<file path="src/rtl/alu_pkg.sv">
// rtl/alu_pkg.sv - shared types and constants for the ALU packet processor
// Optional feature macro: ALU_ERR_RESP_EN (adds the ST_ERR state).
package alu_pkg;

  typedef enum logic [7:0] {
    OP_ECHO = 8'hEC,
    OP_ADD  = 8'hA0,
    OP_MUL  = 8'hA1
  } opcode_e;

  typedef enum logic [3:0] {
    ST_OPCODE,
    ST_RSVD,
    ST_LEN_LO,
    ST_LEN_HI,
    ST_ECHO,
    ST_OPERAND,
    ST_RESULT,
    ST_DRAIN
`ifdef ALU_ERR_RESP_EN
    ,
    ST_ERR
`endif
  } state_e;

  localparam int         HDR_BYTES     = 4;
  localparam int         OPERAND_BYTES = 4;
  localparam logic [7:0] ERR_BYTE      = 8'hEE;

endpackage

</file>
<file path="src/rtl/alu_packet_proc_if.sv">
// rtl/alu_packet_proc_if.sv - byte stream bundle (tdata/tvalid/tready)
// Signals: tdata  - stream byte
//          tvalid - byte valid (driven by master)
//          tready - byte accepted (driven by slave)
interface alu_packet_proc_if #(
  parameter int DATA_WIDTH = 8
);
  logic [DATA_WIDTH-1:0] tdata;
  logic                  tvalid;
  logic                  tready;

  modport master (output tdata, output tvalid, input tready);
  modport slave  (input tdata, input tvalid, output tready);
endinterface

</file>
<file path="src/rtl/alu_accum.sv">
// rtl/alu_accum.sv - combinational 32-bit add/mul accumulator step
// Ports: op_i      - opcode of the current packet (mul selects product, else sum)
//        acc_i     - current accumulator
//        operand_i - newly assembled little-endian operand
//        acc_o     - next accumulator value (32-bit wrap-around)
module alu_accum
  import alu_pkg::*;
(
  input  logic [7:0]  op_i,
  input  logic [31:0] acc_i,
  input  logic [31:0] operand_i,
  output logic [31:0] acc_o
);

  always_comb begin
    acc_o = acc_i + operand_i;
    if (op_i == OP_MUL) begin
      acc_o = acc_i * operand_i;
    end
  end

endmodule

</file>
<file path="src/rtl/alu_packet_proc.sv">
// rtl/alu_packet_proc.sv - framed command packet parser with echo/add32/mul32
// Optional feature macro: ALU_ERR_RESP_EN (unknown opcode answers with one 0xEE byte).
// Ports: clk_i, rst_ni - clock, asynchronous active-low reset
//        s_axis        - incoming command bytes (slave)
//        m_axis        - outgoing response bytes (master)
//        busy_o        - high whenever the parser is not waiting for an opcode
module alu_packet_proc
  import alu_pkg::*;
#(
  parameter int DATA_WIDTH = 8,
  parameter int LEN_WIDTH  = 16
) (
  input  logic               clk_i,
  input  logic               rst_ni,
  alu_packet_proc_if.slave   s_axis,
  alu_packet_proc_if.master  m_axis,
  output logic               busy_o
);

  state_e                      state_q, state_d;
  logic [31:0]                 acc_q, acc_d;
  logic [LEN_WIDTH-1:0]        cnt_q, cnt_d;
  logic [3*DATA_WIDTH-1:0]     hold_q, hold_d;
  logic [1:0]                  byte_idx_q, byte_idx_d;
  logic [1:0]                  res_idx_q, res_idx_d;
  logic [7:0]                  op_q, op_d;

  logic [31:0]                 acc_next;
  logic [LEN_WIDTH-1:0]        len_w;
  logic [LEN_WIDTH-1:0]        payload_w;
  logic                        s_tready;
  logic                        m_tvalid;
  logic [DATA_WIDTH-1:0]       m_tdata;

  alu_accum u_accum (
    .op_i      (op_q),
    .acc_i     (acc_q),
    .operand_i ({s_axis.tdata, hold_q}),
    .acc_o     (acc_next)
  );

  // Length LSB is parked in cnt_q during LEN_LO so the full length is
  // available combinationally at the LEN_HI handshake.
  assign len_w     = LEN_WIDTH'({s_axis.tdata, cnt_q[DATA_WIDTH-1:0]});
  assign payload_w = (len_w > LEN_WIDTH'(HDR_BYTES)) ? len_w - LEN_WIDTH'(HDR_BYTES) : '0;

  always_comb begin
    state_d    = state_q;
    acc_d      = acc_q;
    cnt_d      = cnt_q;
    hold_d     = hold_q;
    byte_idx_d = byte_idx_q;
    res_idx_d  = res_idx_q;
    op_d       = op_q;
    s_tready   = 1'b1;
    m_tvalid   = 1'b0;
    m_tdata    = '0;

    case (state_q)
      ST_OPCODE: begin
        if (s_axis.tvalid) begin
          op_d    = s_axis.tdata;
          state_d = ST_RSVD;
        end
      end
      ST_RSVD: begin
        if (s_axis.tvalid) state_d = ST_LEN_LO;
      end
      ST_LEN_LO: begin
        if (s_axis.tvalid) begin
          cnt_d   = LEN_WIDTH'(s_axis.tdata);
          state_d = ST_LEN_HI;
        end
      end
      ST_LEN_HI: begin
        if (s_axis.tvalid) begin
          cnt_d      = payload_w;
          acc_d      = (op_q == OP_MUL) ? 32'd1 : 32'd0;
          hold_d     = '0;
          byte_idx_d = '0;
          res_idx_d  = '0;
          if (op_q == OP_ECHO) begin
            state_d = (payload_w == '0) ? ST_OPCODE : ST_ECHO;
          end else if (op_q == OP_ADD || op_q == OP_MUL) begin
            state_d = (payload_w == '0) ? ST_RESULT : ST_OPERAND;
          end else if (payload_w != '0) begin
            state_d = ST_DRAIN;
          end else begin
`ifdef ALU_ERR_RESP_EN
            state_d = ST_ERR;
`else
            state_d = ST_OPCODE;
`endif
          end
        end
      end
      ST_ECHO: begin
        // Pure passthrough: the transmitter's ready throttles the receiver.
        s_tready = m_axis.tready;
        m_tvalid = s_axis.tvalid;
        m_tdata  = s_axis.tdata;
        if (s_axis.tvalid && m_axis.tready) begin
          cnt_d = cnt_q - 1'b1;
          if (cnt_q <= LEN_WIDTH'(1)) state_d = ST_OPCODE;
        end
      end
      ST_OPERAND: begin
        if (s_axis.tvalid) begin
          cnt_d = cnt_q - 1'b1;
          if (byte_idx_q == 2'(OPERAND_BYTES - 1)) begin
            acc_d      = acc_next;
            byte_idx_d = '0;
          end else begin
            // Little-endian: newest byte enters at the top and slides down.
            hold_d     = {s_axis.tdata, hold_q[3*DATA_WIDTH-1:DATA_WIDTH]};
            byte_idx_d = byte_idx_q + 1'b1;
          end
          if (cnt_q <= LEN_WIDTH'(1)) state_d = ST_RESULT;
        end
      end
      ST_RESULT: begin
        s_tready = 1'b0;
        m_tvalid = 1'b1;
        case (res_idx_q)
          2'd0:    m_tdata = acc_q[7:0];
          2'd1:    m_tdata = acc_q[15:8];
          2'd2:    m_tdata = acc_q[23:16];
          default: m_tdata = acc_q[31:24];
        endcase
        if (m_axis.tready) begin
          res_idx_d = res_idx_q + 1'b1;
          if (res_idx_q == 2'd3) state_d = ST_OPCODE;
        end
      end
      ST_DRAIN: begin
        if (s_axis.tvalid) begin
          cnt_d = cnt_q - 1'b1;
          if (cnt_q <= LEN_WIDTH'(1)) begin
`ifdef ALU_ERR_RESP_EN
            state_d = ST_ERR;
`else
            state_d = ST_OPCODE;
`endif
          end
        end
      end
`ifdef ALU_ERR_RESP_EN
      ST_ERR: begin
        s_tready = 1'b0;
        m_tvalid = 1'b1;
        m_tdata  = ERR_BYTE;
        if (m_axis.tready) state_d = ST_OPCODE;
      end
`endif
      default: state_d = ST_OPCODE;
    endcase
  end

  always_ff @(posedge clk_i or negedge rst_ni) begin
    if (!rst_ni) begin
      state_q    <= ST_OPCODE;
      acc_q      <= '0;
      cnt_q      <= '0;
      hold_q     <= '0;
      byte_idx_q <= '0;
      res_idx_q  <= '0;
      op_q       <= '0;
    end else begin
      state_q    <= state_d;
      acc_q      <= acc_d;
      cnt_q      <= cnt_d;
      hold_q     <= hold_d;
      byte_idx_q <= byte_idx_d;
      res_idx_q  <= res_idx_d;
      op_q       <= op_d;
    end
  end

  assign s_axis.tready = s_tready;
  assign m_axis.tvalid = m_tvalid;
  assign m_axis.tdata  = m_tdata;
  assign busy_o        = (state_q != ST_OPCODE);

endmodule

</file>
<file path="src/flat_wrapper.sv">
// flat-port wrapper written by rule: the top's interface ports become plain ports
module alu_packet_proc_flat import alu_pkg::*;
#(
  parameter int DATA_WIDTH = 8,
  parameter int LEN_WIDTH  = 16
)
  (clk_i, rst_ni, busy_o, s_axis_tdata, s_axis_tvalid, s_axis_tready, m_axis_tdata, m_axis_tvalid, m_axis_tready);
  alu_packet_proc_if #(.DATA_WIDTH(DATA_WIDTH)) s_axis_i ();
  alu_packet_proc_if #(.DATA_WIDTH(DATA_WIDTH)) m_axis_i ();
  input  logic clk_i;
  input  logic rst_ni;
  output logic busy_o;
  input wire logic [$bits(s_axis_i.tdata)-1:0] s_axis_tdata;
  input wire logic [$bits(s_axis_i.tvalid)-1:0] s_axis_tvalid;
  output wire logic [$bits(s_axis_i.tready)-1:0] s_axis_tready;
  output wire logic [$bits(m_axis_i.tdata)-1:0] m_axis_tdata;
  output wire logic [$bits(m_axis_i.tvalid)-1:0] m_axis_tvalid;
  input wire logic [$bits(m_axis_i.tready)-1:0] m_axis_tready;
  assign s_axis_i.tdata = s_axis_tdata;
  assign s_axis_i.tvalid = s_axis_tvalid;
  assign s_axis_tready = s_axis_i.tready;
  assign m_axis_tdata = m_axis_i.tdata;
  assign m_axis_tvalid = m_axis_i.tvalid;
  assign m_axis_i.tready = m_axis_tready;
  alu_packet_proc #(.DATA_WIDTH(DATA_WIDTH), .LEN_WIDTH(LEN_WIDTH)) u_core (.clk_i(clk_i), .rst_ni(rst_ni), .s_axis(s_axis_i), .m_axis(m_axis_i), .busy_o(busy_o));
endmodule
</file>
<file path="config.mk">
export PLATFORM = sky130hd
export DESIGN_NAME = alu_packet_proc_flat
export DESIGN_NICKNAME = d
export VERILOG_FILES = /design/src/rtl/alu_pkg.sv /design/src/rtl/alu_packet_proc_if.sv /design/src/rtl/alu_accum.sv /design/src/rtl/alu_packet_proc.sv /design/src/flat_wrapper.sv
export SDC_FILE = /design/constraint.sdc
export NUM_CORES = 1
export LEC_CHECK = 0
export BUFFER_PORTS_ARGS = -buffer_cell sky130_fd_sc_hd__buf_4
export CORE_MARGIN = 2
export CORE_UTILIZATION = 43
export CTS_CLUSTER_DIAMETER = 50
export CTS_CLUSTER_SIZE = 20
export DETAILED_ROUTE_END_ITERATION = 7
export SYNTH_ARGS = -nofsm -noshare
export SYNTH_HDL_FRONTEND = slang
export SYNTH_SLANG_ARGS = --single-unit
</file>
<file path="constraint.sdc">
create_clock -name clk_i -period 13.05 [get_ports clk_i]
set_clock_uncertainty 0.1 [all_clocks]
set_input_delay 0.6525 -clock clk_i [delete_from_list [all_inputs] [get_ports clk_i]]
set_output_delay 0.6525 -clock clk_i [all_outputs]
set_load 0.005 [all_outputs]
</file>
==> flow_metrics.env <==
export IMPL_first_iter_violations=1489
export IMPL_slowest_delay_ps=1360
export IMPL_clock_fmax_mhz=122.2
export IMPL_wl_per_cell_um=21.43
export IMPL_p_comb_frac=0.374
export IMPL_placed_cell_area_um2=22760
export IMPL_ios=23
export IMPL_routed_wl_um=66810
export IMPL_cts_hold_buf=0
export IMPL_h_tree_depth=3
export IMPL_cts_tree="done"
export IMPL_slowest_stage="dfrtp_1"
export IMPL_clkLatencyLatePin_ps=360
export IMPL_synth_top_area_cell="fa_1"
export IMPL_fp_row_count=82
export IMPL_place_hpwl_um=50750
export IMPL_root_buffer="clkbuf_16"
export IMPL_hold_ws_ps=86.48
export IMPL_cts_buffer_depth=2
export IMPL_violations="design-rule violations, max-capacitance violations, max-slew violations"
export IMPL_synthesis_nets=3090
export IMPL_yosys_most_used_dff="dfrtp_1"
export IMPL_min_path_type="primary input to asynchronous set/reset pin"
export IMPL_period_needed_ps=8182
export IMPL_critPathBufInv=6
export IMPL_viasPerCell=5.527
export IMPL_layout_area_overhead_vs_synth_pct=5.120
export IMPL_netlist_area_um2=21970
export IMPL_powerDensity_nw_per_um2=49.46
export IMPL_antenna_found_initial=0
export IMPL_synth_most_common_cell="fa_1"
export IMPL_leakage_nw=11.18
export IMPL_cp_end_kind="flop"
export IMPL_first_pass_iters=8
export IMPL_finish_utilization=0.4594
export IMPL_die_h_um=230.0
export IMPL_numPortBuffers=22
export IMPL_fin_area_um2=23090
export IMPL_path_class="flop to flop"
export IMPL_rsz0062_at_grt="false"
export IMPL_finalCritPeriodShare=0.6270
export IMPL_syn_area_per_cell_um2=8.773
export IMPL_grt_pass1_vias=18490
export IMPL_critical_path_arrival_ps=8310
export IMPL_syn_instance_count=2504
export IMPL_setup_viol=0
export IMPL_async_reset_ff_frac=1.000
export IMPL_fin_nets=3026
export IMPL_clock_sinks=87
export IMPL_die_area_um2=52910
export IMPL_grtUsageTotal=0.2623
export IMPL_cp_required_ps=13180
export IMPL_synthTopCellsByArea="fa_1 (37%), dfrtp_1 (9.9%), ha_1 (9.4%)"
export IMPL_drc_errors=9
export IMPL_die_w_um=230.0
export IMPL_core_area_um2=50270
export IMPL_path_delay_family="adder cells"
export IMPL_finalHoldViolCount=0
export IMPL_cp_start_kind="flop"
export IMPL_maxSlewViolCount=27
export IMPL_swShare=0.4323
export IMPL_fin_tns_setup_ps=0
export IMPL_post_cts_resized=0
export IMPL_p_switching_w=0.0004938
export IMPL_max_slew_margin_rel=-0.01599
export IMPL_synth_seq_cells=87
export IMPL_synth_top_cell_area_share=0.3727
export IMPL_maxCapViolations=1
export IMPL_outcome="finished, violations left"
export IMPL_synth_edff_count=0
export IMPL_start_util=0.4370
export IMPL_fin_total_pwr_w=0.001142
export IMPL_ys_types=75
export IMPL_grt_overflow=0
export IMPL_tightestPinTransition_ps=1524
export IMPL_clkPwrFrac=0.261
export IMPL_synth_seq_area_share=0.09910
export IMPL_post_cts_buffers=0
export IMPL_synthTopCellsByCount="fa_1 (409), inv_1 (402), nand2_1 (355)"
export IMPL_drive_gt1_frac=0.04172
export IMPL_place_gp_congestion=0.9265
export IMPL_grt_max_degree=65
export IMPL_cts_clk_slew_worst_paths_ps=70
export IMPL_cp_common_cell="fa_1"
export IMPL_pwr_share_seq=0.364
export IMPL_crit_cells=26
export IMPL_ir_worst_vdd_mv=0.08516
export IMPL_worst_path_max_fanout=26
export IMPL_p_int_w=0.0006485
export IMPL_vias=17230
export IMPL_grt_first_pass_wirelength_um=107100
export IMPL_numCtsBuffers=9
export IMPL_ff2ff_path_depth=26
export IMPL_detail_route_antenna_nets=0
export IMPL_diodes=0
export IMPL_yosysWarnings=0
==> layout by cell type, fill, tap and decap left out, types with 7 or more instances in the layout <==
cell and n:
xor2_1 31, o21ai_0 126, o211ai_1 7, a21o_1 23
a21oi_1 77, nand2b_1 10, nor2_1 64, a22oi_1 9
nand3_1 18, dfrtp_1 87, buf_4 62, nor3_1 25
mux2_2 9, fa_1 409, xnor2_1 88, nand2_1 355
o21a_1 7, a22o_1 11, ha_1 165, inv_1 402
and2_1 305, a222oi_1 8, clkbuf_16 9, nor2b_1 10
==> cell type report <==
cell class	count	area, um^2
inverter	402	1509
timing repair buffer	62	465.4
clock buffer	10	229.0
clock inverter	6	100.1
tap	672	840.8
fill	4857	27180
multi-input combinational	1878	17770
sequential	87	2177
==> through the flow <==
stage,worst slack [ps],instances
final,4868,3117
after CTS,4991,3117
after global routing,4579,3117
after floorplan,6233,2504
after global placement,5169,3101
after detailed placement,5017,3101
==> flip-flops by register name (all words and copies together) (netlist names) <==
| signal | count |
|---|---|
| u_core.hold_q | 24 |
| u_core.acc_q | 32 |
| u_core.op_q | 8 |
| u_core.state_q | 3 |
| u_core.byte_idx_q | 2 |
| u_core.cnt_q | 16 |
| u_core.res_idx_q | 2 |
==> logic make-up after synthesis <==
| kind of cell | after synthesis | synth area share |
|---|---|---|
| compound gates | 347 | 0.1017 |
| xor+xnor | 119 | 0.04744 |
| fa+ha+maj | 574 | 0.4667 |
| buf+inv | 539 | 0.09209 |
| flops | 87 | 0.09910 |
| mux | 14 | 0.006892 |
| simple gates | 824 | 0.1861 |
==> worst register-to-register path, cell delays in order, from the launching register on <==
cell	delay, ps
dfrtp_1	1360
ha_1	440
inv_1	140
fa_1	530
fa_1	430
inv_1	80
fa_1	170
inv_1	50
fa_1	500
inv_1	50
fa_1	490
inv_1	60
fa_1	540
inv_1	60
fa_1	410
fa_1	520
ha_1	440
nand3_1	110
nor2_1	240
a41oi_1	150
nand2_1	90
a21oi_1	100
o311ai_1	390
mux2i_1	280
o21ai_0	110
a21oi_1	120
o21ai_0	100
==> per-layer routing <==
layer	global-route usage	part of all wire
met3	0.03336	0.069
met1	0.3700	0.44
met2	0.4290	0.46
met4	0.06452	0.023
met5	0	0
==> path summary, 6_finish.rpt <==
| check | slack, ps | to | start |
|---|---|---|---|
| max | 4870 | u_core.acc_q[30] | u_core.hold_q[8] |
| min | 90 | u_core.cnt_q[0] | rst_ni |
| max reg2reg | 4870 | u_core.acc_q[30] | u_core.hold_q[8] |
| min reg2reg | 410 | u_core.byte_idx_q[1] | u_core.byte_idx_q[1] |
| max in group asynchronous | 11540 | u_core.acc_q[8] | rst_ni |
| min in group clk_i | 410 | u_core.byte_idx_q[1] | u_core.byte_idx_q[1] |
==> power groups by stage <==
stage / Sequential, W / Combinational, W / Clock [W]
2_1_floorplan: 0.000363 / 0.000325 / 0
4_1_cts: 0.000412 / 0.000423 / 0.000301
3_5_place_dp: 0.000417 / 0.000421 / 0
6_report: 0.000416 / 0.000428 / 0.000298
3_3_place_gp: 0.000416 / 0.000413 / 0
5_1_grt: 0.000424 / 0.000474 / 0.000313
Power figures use the tool's default switching activity.
